==> src/rtl/rv32i_inst_decoder.sv <==
// ---------------------------------------------------------------------------
// rv32i_inst_decoder
//   Registered RV32I decode stage between fetch and register-read/execute.
//   The instruction is decoded combinationally from inst_b and every output
//   is captured on the next rising clk edge (one-cycle latency).
//
// Ports
//   clk, rst_n        clock (rising edge), synchronous active-low reset
//   stall             1 = hold every output register
//   inst_valid        inst_b carries a real instruction
//   inst_b[31:0]      instruction word
//   out_valid         registered inst_valid
//   src1_reg/src2_reg rs1/rs2 numbers, 0 when the field is unused
//   dst_reg           rd number, 0 when there is no rd field
//   imm[31:0]         decoded, sign/zero-extended immediate, 0 if none
//   alu_code[5:0]     operation code (NOP = 63)
//   alu_op1_type/alu_op2_type  operand sources: NONE/REG/IMM/PC
//   reg_w_enable      write rd (never for rd = x0)
//   is_load/is_store  memory access flags
//   is_halt           ECALL/EBREAK (any SYSTEM opcode)
//   is_illegal        unknown opcode/funct, only with DECODER_ILLEGAL_EN
//
// Configuration macro: DECODER_ILLEGAL_EN adds the is_illegal output.
// ---------------------------------------------------------------------------
module rv32i_inst_decoder (
  input  logic        clk,
  input  logic        rst_n,
  input  logic        stall,
  input  logic        inst_valid,
  input  logic [31:0] inst_b,
  output logic        out_valid,
  output logic [4:0]  src1_reg,
  output logic [4:0]  src2_reg,
  output logic [4:0]  dst_reg,
  output logic [31:0] imm,
  output logic [5:0]  alu_code,
  output logic [1:0]  alu_op1_type,
  output logic [1:0]  alu_op2_type,
  output logic        reg_w_enable,
  output logic        is_load,
  output logic        is_store,
  output logic        is_halt
`ifdef DECODER_ILLEGAL_EN
  ,
  output logic        is_illegal
`endif
);

  localparam logic [1:0] OPT_NONE = 2'd0, OPT_REG = 2'd1, OPT_IMM = 2'd2, OPT_PC = 2'd3;

  localparam logic [5:0]
    ALU_ADD  = 6'd0,  ALU_SUB  = 6'd1,  ALU_SLT  = 6'd2,  ALU_SLTU = 6'd3,
    ALU_XOR  = 6'd4,  ALU_OR   = 6'd5,  ALU_AND  = 6'd6,  ALU_SLL  = 6'd7,
    ALU_SRL  = 6'd8,  ALU_SRA  = 6'd9,  ALU_LUI  = 6'd10, ALU_LB   = 6'd11,
    ALU_LH   = 6'd12, ALU_LW   = 6'd13, ALU_LBU  = 6'd14, ALU_LHU  = 6'd15,
    ALU_SB   = 6'd16, ALU_SH   = 6'd17, ALU_SW   = 6'd18, ALU_JAL  = 6'd19,
    ALU_JALR = 6'd20, ALU_BEQ  = 6'd21, ALU_BNE  = 6'd22, ALU_BLT  = 6'd23,
    ALU_BGE  = 6'd24, ALU_BLTU = 6'd25, ALU_BGEU = 6'd26, ALU_NOP  = 6'd63;

  localparam logic [6:0]
    OPC_OP     = 7'b0110011, OPC_OP_IMM = 7'b0010011, OPC_LUI    = 7'b0110111,
    OPC_AUIPC  = 7'b0010111, OPC_LOAD   = 7'b0000011, OPC_STORE  = 7'b0100011,
    OPC_BRANCH = 7'b1100011, OPC_JAL    = 7'b1101111, OPC_JALR   = 7'b1100111,
    OPC_SYSTEM = 7'b1110011;

  typedef struct packed {
    logic [4:0]  src1;
    logic [4:0]  src2;
    logic [4:0]  dst;
    logic [31:0] imm;
    logic [5:0]  alu;
    logic [1:0]  op1;
    logic [1:0]  op2;
    logic        wen;
    logic        ld;
    logic        st;
    logic        halt;
  } dec_t;

  // Instruction fields and the five immediate formats.
  logic [6:0]  opcode, funct7;
  logic [2:0]  funct3;
  logic [4:0]  rs1, rs2, rd;
  logic [31:0] imm_i, imm_s, imm_b, imm_u, imm_j, imm_sh;

  assign opcode = inst_b[6:0];
  assign rd     = inst_b[11:7];
  assign funct3 = inst_b[14:12];
  assign rs1    = inst_b[19:15];
  assign rs2    = inst_b[24:20];
  assign funct7 = inst_b[31:25];

  assign imm_i  = {{20{inst_b[31]}}, inst_b[31:20]};
  assign imm_s  = {{20{inst_b[31]}}, inst_b[31:25], inst_b[11:7]};
  assign imm_b  = {{19{inst_b[31]}}, inst_b[31], inst_b[7], inst_b[30:25], inst_b[11:8], 1'b0};
  assign imm_u  = {inst_b[31:12], 12'b0};
  assign imm_j  = {{11{inst_b[31]}}, inst_b[31], inst_b[19:12], inst_b[20], inst_b[30:21], 1'b0};
  assign imm_sh = {27'b0, inst_b[24:20]};

  dec_t dec;
  logic legal;

  always_comb begin
    // NOTE: every variable gets a default before the case so no path can leave it unassigned (no latch).
    dec       = '0;
    dec.alu   = ALU_NOP;
    legal     = 1'b1;

    case (opcode)
      OPC_OP: begin
        dec.src1 = rs1; dec.src2 = rs2; dec.dst = rd;
        dec.op1  = OPT_REG; dec.op2 = OPT_REG; dec.wen = 1'b1;
        case ({funct7, funct3})
          {7'h00, 3'b000}: dec.alu = ALU_ADD;
          {7'h20, 3'b000}: dec.alu = ALU_SUB;
          {7'h00, 3'b001}: dec.alu = ALU_SLL;
          {7'h00, 3'b010}: dec.alu = ALU_SLT;
          {7'h00, 3'b011}: dec.alu = ALU_SLTU;
          {7'h00, 3'b100}: dec.alu = ALU_XOR;
          {7'h00, 3'b101}: dec.alu = ALU_SRL;
          {7'h20, 3'b101}: dec.alu = ALU_SRA;
          {7'h00, 3'b110}: dec.alu = ALU_OR;
          {7'h00, 3'b111}: dec.alu = ALU_AND;
          default:         legal   = 1'b0;
        endcase
      end
      OPC_OP_IMM: begin
        dec.src1 = rs1; dec.dst = rd; dec.imm = imm_i;
        dec.op1  = OPT_REG; dec.op2 = OPT_IMM; dec.wen = 1'b1;
        case (funct3)
          3'b000: dec.alu = ALU_ADD;
          3'b010: dec.alu = ALU_SLT;
          3'b011: dec.alu = ALU_SLTU;
          3'b100: dec.alu = ALU_XOR;
          3'b110: dec.alu = ALU_OR;
          3'b111: dec.alu = ALU_AND;
          3'b001: begin
            dec.imm = imm_sh;
            if (funct7 == 7'h00) dec.alu = ALU_SLL;
            else                 legal   = 1'b0;
          end
          default: begin // 3'b101: shift right, inst[30] picks arithmetic
            dec.imm = imm_sh;
            if      (funct7 == 7'h00) dec.alu = ALU_SRL;
            else if (funct7 == 7'h20) dec.alu = ALU_SRA;
            else                      legal   = 1'b0;
          end
        endcase
      end
      OPC_LUI: begin
        dec.dst = rd; dec.imm = imm_u; dec.alu = ALU_LUI;
        dec.op1 = OPT_NONE; dec.op2 = OPT_IMM; dec.wen = 1'b1;
      end
      OPC_AUIPC: begin
        dec.dst = rd; dec.imm = imm_u; dec.alu = ALU_ADD;
        dec.op1 = OPT_IMM; dec.op2 = OPT_PC; dec.wen = 1'b1;
      end
      OPC_LOAD: begin
        dec.src1 = rs1; dec.dst = rd; dec.imm = imm_i;
        dec.op1  = OPT_REG; dec.op2 = OPT_IMM; dec.wen = 1'b1; dec.ld = 1'b1;
        case (funct3)
          3'b000:  dec.alu = ALU_LB;
          3'b001:  dec.alu = ALU_LH;
          3'b010:  dec.alu = ALU_LW;
          3'b100:  dec.alu = ALU_LBU;
          3'b101:  dec.alu = ALU_LHU;
          default: legal   = 1'b0;
        endcase
      end
      OPC_STORE: begin
        dec.src1 = rs1; dec.src2 = rs2; dec.imm = imm_s;
        dec.op1  = OPT_REG; dec.op2 = OPT_IMM; dec.st = 1'b1;
        case (funct3)
          3'b000:  dec.alu = ALU_SB;
          3'b001:  dec.alu = ALU_SH;
          3'b010:  dec.alu = ALU_SW;
          default: legal   = 1'b0;
        endcase
      end
      OPC_BRANCH: begin
        dec.src1 = rs1; dec.src2 = rs2; dec.imm = imm_b;
        dec.op1  = OPT_REG; dec.op2 = OPT_REG;
        case (funct3)
          3'b000:  dec.alu = ALU_BEQ;
          3'b001:  dec.alu = ALU_BNE;
          3'b100:  dec.alu = ALU_BLT;
          3'b101:  dec.alu = ALU_BGE;
          3'b110:  dec.alu = ALU_BLTU;
          3'b111:  dec.alu = ALU_BGEU;
          default: legal   = 1'b0;
        endcase
      end
      OPC_JAL: begin
        dec.dst = rd; dec.imm = imm_j; dec.alu = ALU_JAL;
        dec.op1 = OPT_NONE; dec.op2 = OPT_PC; dec.wen = 1'b1;
      end
      OPC_JALR: begin
        dec.src1 = rs1; dec.dst = rd; dec.imm = imm_i; dec.alu = ALU_JALR;
        dec.op1  = OPT_REG; dec.op2 = OPT_PC; dec.wen = 1'b1;
        if (funct3 != 3'b000) legal = 1'b0;
      end
      OPC_SYSTEM: dec.halt = 1'b1;
      default:    legal    = 1'b0;
    endcase

    // Illegal encodings and empty slots collapse to a clean NOP.
    if (!legal || !inst_valid) begin
      dec     = '0;
      dec.alu = ALU_NOP;
    end
    // x0 is hard-wired zero, so a write to it is suppressed here.
    dec.wen = dec.wen & (dec.dst != 5'd0);
  end

  // NOTE: sequential state uses non-blocking assignments; reset is sampled on the edge and wins over stall.
  always_ff @(posedge clk) begin
    if (!rst_n) begin
      out_valid    <= 1'b0;
      src1_reg     <= '0;
      src2_reg     <= '0;
      dst_reg      <= '0;
      imm          <= '0;
      alu_code     <= ALU_NOP;
      alu_op1_type <= OPT_NONE;
      alu_op2_type <= OPT_NONE;
      reg_w_enable <= 1'b0;
      is_load      <= 1'b0;
      is_store     <= 1'b0;
      is_halt      <= 1'b0;
    end else if (!stall) begin
      out_valid    <= inst_valid;
      src1_reg     <= dec.src1;
      src2_reg     <= dec.src2;
      dst_reg      <= dec.dst;
      imm          <= dec.imm;
      alu_code     <= dec.alu;
      alu_op1_type <= dec.op1;
      alu_op2_type <= dec.op2;
      reg_w_enable <= dec.wen;
      is_load      <= dec.ld;
      is_store     <= dec.st;
      is_halt      <= dec.halt;
    end
  end

`ifdef DECODER_ILLEGAL_EN
  always_ff @(posedge clk) begin
    if (!rst_n)      is_illegal <= 1'b0;
    else if (!stall) is_illegal <= inst_valid & ~legal;
  end
`endif

endmodule

==> config.mk <==
export PLATFORM = sky130hd
export DESIGN_NAME = rv32i_inst_decoder
export DESIGN_NICKNAME = d
export VERILOG_FILES = /design/src/rtl/rv32i_inst_decoder.sv
export SDC_FILE = /design/constraint.sdc
export NUM_CORES = 1
export LEC_CHECK = 0
export CORE_MARGIN = 8
export CORE_UTILIZATION = 40
export CTS_CLUSTER_DIAMETER = 30
export CTS_CLUSTER_SIZE = 12
export DETAILED_ROUTE_END_ITERATION = 16
export GPL_ROUTABILITY_DRIVEN = 0
export GPL_TIMING_DRIVEN = 1
export PLACE_DENSITY = 0.74
export SETUP_SLACK_MARGIN = 0.2
export SLEW_MARGIN = 20
export SYNTH_ARGS = -nofsm -noshare
export SYNTH_HDL_FRONTEND = slang
export SYNTH_SLANG_ARGS = --single-unit
==> constraint.sdc <==
create_clock -name clk -period 2.6 [get_ports clk]
set_input_delay 0.65 -clock clk [delete_from_list [all_inputs] [get_ports clk]]
set_output_delay 0.65 -clock clk [all_outputs]
set_load 0.02 [all_outputs]
After elaboration in Yosys (flattened, before gate mapping)
Index checks and enable logic that the tools add are counted.

storage, ports and cells
  logic and storage cells = 88
  input port bits = 36
  output and inout port bits = 62
  bits in registers = 62

cells by class
  muxes and demuxes = 29
  reductions and logical operators = 19
  equality and inequality tests = 27
  bitwise gates (word level) = 1

operator list
  kind                                                  number
  case mux 32 bit (6 select lines)                      1
  case mux 10 bit (9 select lines)                      1
  2-to-1 mux 61 bit                                     1
  case mux 6 bit (10 select lines)                      1
  case mux 6 bit (7 select lines)                       1
  equality test 10 x 3 -> 1 bit, second input constant  4
  case mux 6 bit (6 select lines)                       1
  2-to-1 mux 32 bit                                     1
  case mux 6 bit (5 select lines)                       1
  equality test 7 x 6 -> 1 bit, second input constant   4
  equality test 7 bit, second input constant            4
  equality test 10 x 2 -> 1 bit, second input constant  2
  equality test 10 x 9 -> 1 bit, second input constant  2
  2-to-1 mux 6 bit                                      3
  case mux 6 bit (3 select lines)                       1
  OR reduction 6 bit                                    3
  2-to-1 mux 5 bit                                      3
  equality test 7 x 5 -> 1 bit, second input constant   2
  equality test 3 bit, second input constant            4
  2-to-1 mux 1 bit                                      12
  equality test 10 x 1 -> 1 bit, second input constant  1
  zero test 10 bit                                      1
  OR reduction 10 bit                                   1
  equality test 7 x 2 -> 1 bit, second input constant   1
  16 further kinds                                      20

Depth between registers and ports, before layout
  depth after elaboration = 10
  mapped depth = 9

Worst setup path after synthesis
Ideal clock, no wire load.

  path type = input-to-reg
  start point = in inst_b[25]
  end point = reg alu_code[0]
  slack = 0.024 ns
  buffers on the path = 1
  data arrival time = 2.440 ns
  stages = 6
  cells stage by stage = or4_1 -> buf_2 -> or4b_1 -> a41o_1 -> a2111oi_2 -> a31oi_1

between the ends
  longest elaborated chain between the ends = 8

ends and longest elaborated chain
  element                          line  RTL
  start, declared                  30    input logic [31:0] inst_b,
  equality test 7 x 6 -> 1 bit     145   else if (funct7 == 7'h20) dec.alu = ALU_SRA;
  2-to-1 mux 1 bit                 145
  2-to-1 mux 1 bit                 144   if (funct7 == 7'h00) dec.alu = ALU_SRL;
  case mux 1 bit (2 select lines)  130   case (funct3)
  case mux 1 bit (7 select lines)  109   case (opcode)
  zero test 1 bit                  207   if (!legal || !inst_valid) begin
  logical OR 1 bit                 207
  2-to-1 mux 61 bit (*)            207
  end signal, assigned             236   alu_code <= dec.alu;
  end, declared                    36    output logic [5:0] alu_code,

Mark *: on every way between the ends. The rest lies on a longest branch, timed or not.
A chain may end at the register's enable or synchronous reset.

Worst setup path in the final report
  start point = in inst_b[13]
  end point = reg imm[15]

between the ends
  longest elaborated chain between the ends = 7

ends and longest elaborated chain
  element                                                      line  RTL
  equality test 10 x 3 -> 1 bit, or another cell as far along  113   case ({funct7, funct3})
  OR reduction 10 bit (no line), or another cell as far along  -
  2-to-1 mux 1 bit, or another cell as far along               113
  case mux 1 bit (7 select lines)                              109
  zero test 1 bit                                              207
  logical OR 1 bit                                             207
  2-to-1 mux 61 bit (*)                                        207
  end signal, assigned                                         235   imm <= dec.imm;
  end, declared                                                35    output logic [31:0] imm,

Marks and branches as above.

==> metrics.yaml <==
timing:
  post-route-period-util: 0.908
  finClkSkew_ps: 0
  rsz0062_at_grt: "yes"
  slew_headroom: 0.644
  fin_crit_ps: 2360
  tns_ps: 0
  setup_violations: 0
  worst_pin_slew_ps: 526
  finalWorstSetupSlack_ps: 240
  drv_slew: 0
  hold_viol_final: 0
  fmax_mhz: 424
logic_synthesis:
  syn_area_per_cell_um2: 8.80
  syn-num-nets: 382
  synth_commonest_cells: "dfxtp_1 (62), nand2_1 (42), o21ai_0 (26)"
  synth_ff_type: "dfxtp_1"
  yosys.area.top_type_share: 0.408
  yosysMostFrequentCell: "dfxtp_1"
  synth_cells: 346
  seq_area_frac_synth: 0.408
  ys_seq_elements: 62
  syn_area_mm2: 0.00304
  yosys.area.top_type: "dfxtp_1"
  synth_warnings: 0
  synth_area_leaders: "dfxtp_1 (41%), a32o_1 (6.9%), a22oi_1 (6.2%), nand2_1 (5.2%), o21ai_0 (4.3%)"
  synth-edff-count: 0
  ys_types: 59
  async_flop_share: 0
worst_setup_path:
  critPathLaunchType: "input pin"
  rr_worst_depth: 1
  required_ps: 2830
  r2r_slack_ps: 1960
  startpoint: "inst_b[13]"
  critPathMaxFanout: 15
  crit_path_end: "imm[15]$_SDFFE_PN0N_"
  cp_data_arrival_time_ps: 2590
  end_kind: "register"
  crit_type: "in2reg"
  reg2reg_to: "src1_reg[2]$_SDFFE_PN0N_"
  reg2reg_from: "src1_reg[2]$_SDFFE_PN0N_"
global_routing:
  grtUsageTotal: 0.201
  overflow: 0
  grt_pass1_vias: 3389
  grt_busiest_layer: "met2"
  use_met2: 0.334
  antenna_found_initial: 0
  use_met1: 0.246
  grt_pass1_wl_um: 16800
  met3_usage: 0.0489
  grt_max_degree: 44
floorplan:
  die-area_mm2: 0.0107
  initial_core_util: 0.402
  core_area_mm2: 0.00757
  row_count: 32
  fp.dieH_um: 103
  dieWidth_um: 103
  ios: 98
clock_tree:
  clkLatencyLatePin_ps: 340
  postCtsHoldBufs: 0
  cts_tree: "yes"
  cts-htree-levels: 3
  cts_buffers: 9
  clockBufferDepth: 2
  path_clk_slew_ps: 70
  clock_sinks: 62
  cts_root_buffer: "clkbuf_8"
final_layout:
  reg_top3: "imm (32), alu_code (6)"
  drive_gt1_frac: 0.241
  largest_register: "imm"
  fin_cells: 604
  fillers: 639
  final_nets: 533
  antenna-diode-count: 0
  syn_to_final_growth_pct: 58.4
  largest_register_ffs: 32
detailed_routing:
  wl_per_cell_um: 17.7
  vias: 3418
  drt_iter0_drc: 301
  via_per_inst: 5.66
  drc: 0
  drtPass1Iterations: 5
  ant_nets: 0
  wirelength_um: 10700
power:
  p_per_area_mw_per_mm2: 409
  p_leak_nw: 1.77
  irDropWorstVdd_v: 0.000235
place:
  place_ws_ps: -381
  dp_hpwl_um: 8080
  io_buffers: 97
  numPlacedInstances: 587
run_status:
  status: "complete, no violations"
job:
  maxCapViolCount: 0
worst_hold_path:
  min-delay-path-class: "reg2reg"
[cells in the final DEF (no fill, tap or decap), types with 4 or more instances in the layout]
| cell | n |
|---|---|
| o21ai_0 | 18 |
| a22oi_1 | 25 |
| nor2b_1 | 6 |
| nand2_1 | 42 |
| a22o_1 | 4 |
| dfxtp_1 | 62 |
| clkbuf_8 | 9 |
| nor2_1 | 11 |
| a21oi_1 | 10 |
| o21ai_1 | 8 |
| clkdlybuf4s50_1 | 91 |
| buf_4 | 75 |
| o21ai_2 | 10 |
| a32o_1 | 21 |
| o211ai_1 | 4 |
| nand3_1 | 7 |
| nor3_1 | 7 |
[through the flow]
stage                     cell area, um2   util  power (mW)  hold WS [ps]
after floorplan                     3070      -        1.09           532
after global placement              4610  0.609        1.24           435
after detailed placement            4610  0.609        1.25           440
after CTS                           4780  0.632        1.97           465
after global routing                4820  0.637        2.05           476
final                               4820  0.637        1.97           451
[worst min path at each step]
stage	startpoint	endpoint	slack [ps]	cells past startpoint
2_1_floorplan	alu_op1_type[1]$_SDFFE_PN0N_	alu_op1_type[1]$_SDFFE_PN0N_	530	2
3_3_place_gp	imm[17]$_SDFFE_PN0N_	imm[17]$_SDFFE_PN0N_	430	2
3_5_place_dp	imm[30]$_SDFFE_PN0N_	imm[30]$_SDFFE_PN0N_	440	2
4_1_cts	imm[22]$_SDFFE_PN0N_	imm[22]$_SDFFE_PN0N_	470	2
5_1_grt	src1_reg[1]$_SDFFE_PN0N_	src1_reg[1]$_SDFFE_PN0N_	480	1
6_report	imm[16]$_SDFFE_PN0N_	imm[16]$_SDFFE_PN0N_	450	2
[what timing repair did]
action,in CTS,in global routing
resized for setup,14,11
pin swaps,5,7
buffers inserted,0,1
endpoints found under the setup margin,60,32
[critical path: stages]
cell and delay, ps:
clkdlybuf4s50_1 620, buf_4 240, o21ai_1 150, a32oi_2 360
a21o_1 230, buf_6 200, o21ai_0 120
[kinds of logic (layout without fill, tap and decap cells)]
| family | count (synthesis) | in the layout | synth area share |
|---|---|---|---|
| compound gates | 134 | 134 | 0.336 |
| flops | 62 | 62 | 0.408 |
| mux | 3 | 3 | 0.0144 |
| xor+xnor | 2 | 2 | 0.00576 |
| simple gates | 106 | 106 | 0.178 |
| buf+inv | 39 | 195 | 0.0580 |
[per-layer routing]
metal | share of wire | vias up
met4 | 0.021 | 0
li1 | - | 1629
met1 | 0.42 | 1617
met5 | 0 | -
met3 | 0.086 | 25
met2 | 0.47 | 147
[power by group]
group	switching (mW)	leakage, nW	internal, mW
clock network	0.395	0.0837	0.348
logic	0.140	1.19	0.140
registers	0.000827	0.500	0.950
total	0.536	1.77	1.44
[area by class of cell]
class	count	area, um2	share of cell area
clock buffer	11	131	0.0272
inverter	3	11.3	0.00233
clock inverter	5	35.0	0.00726
timing repair buffer	176	1600	0.332
tap	102	128	0.0265
sequential	62	1240	0.257
multi-input combinational	245	1680	0.347
No activity file was read; power rests on OpenSTA's default activity.
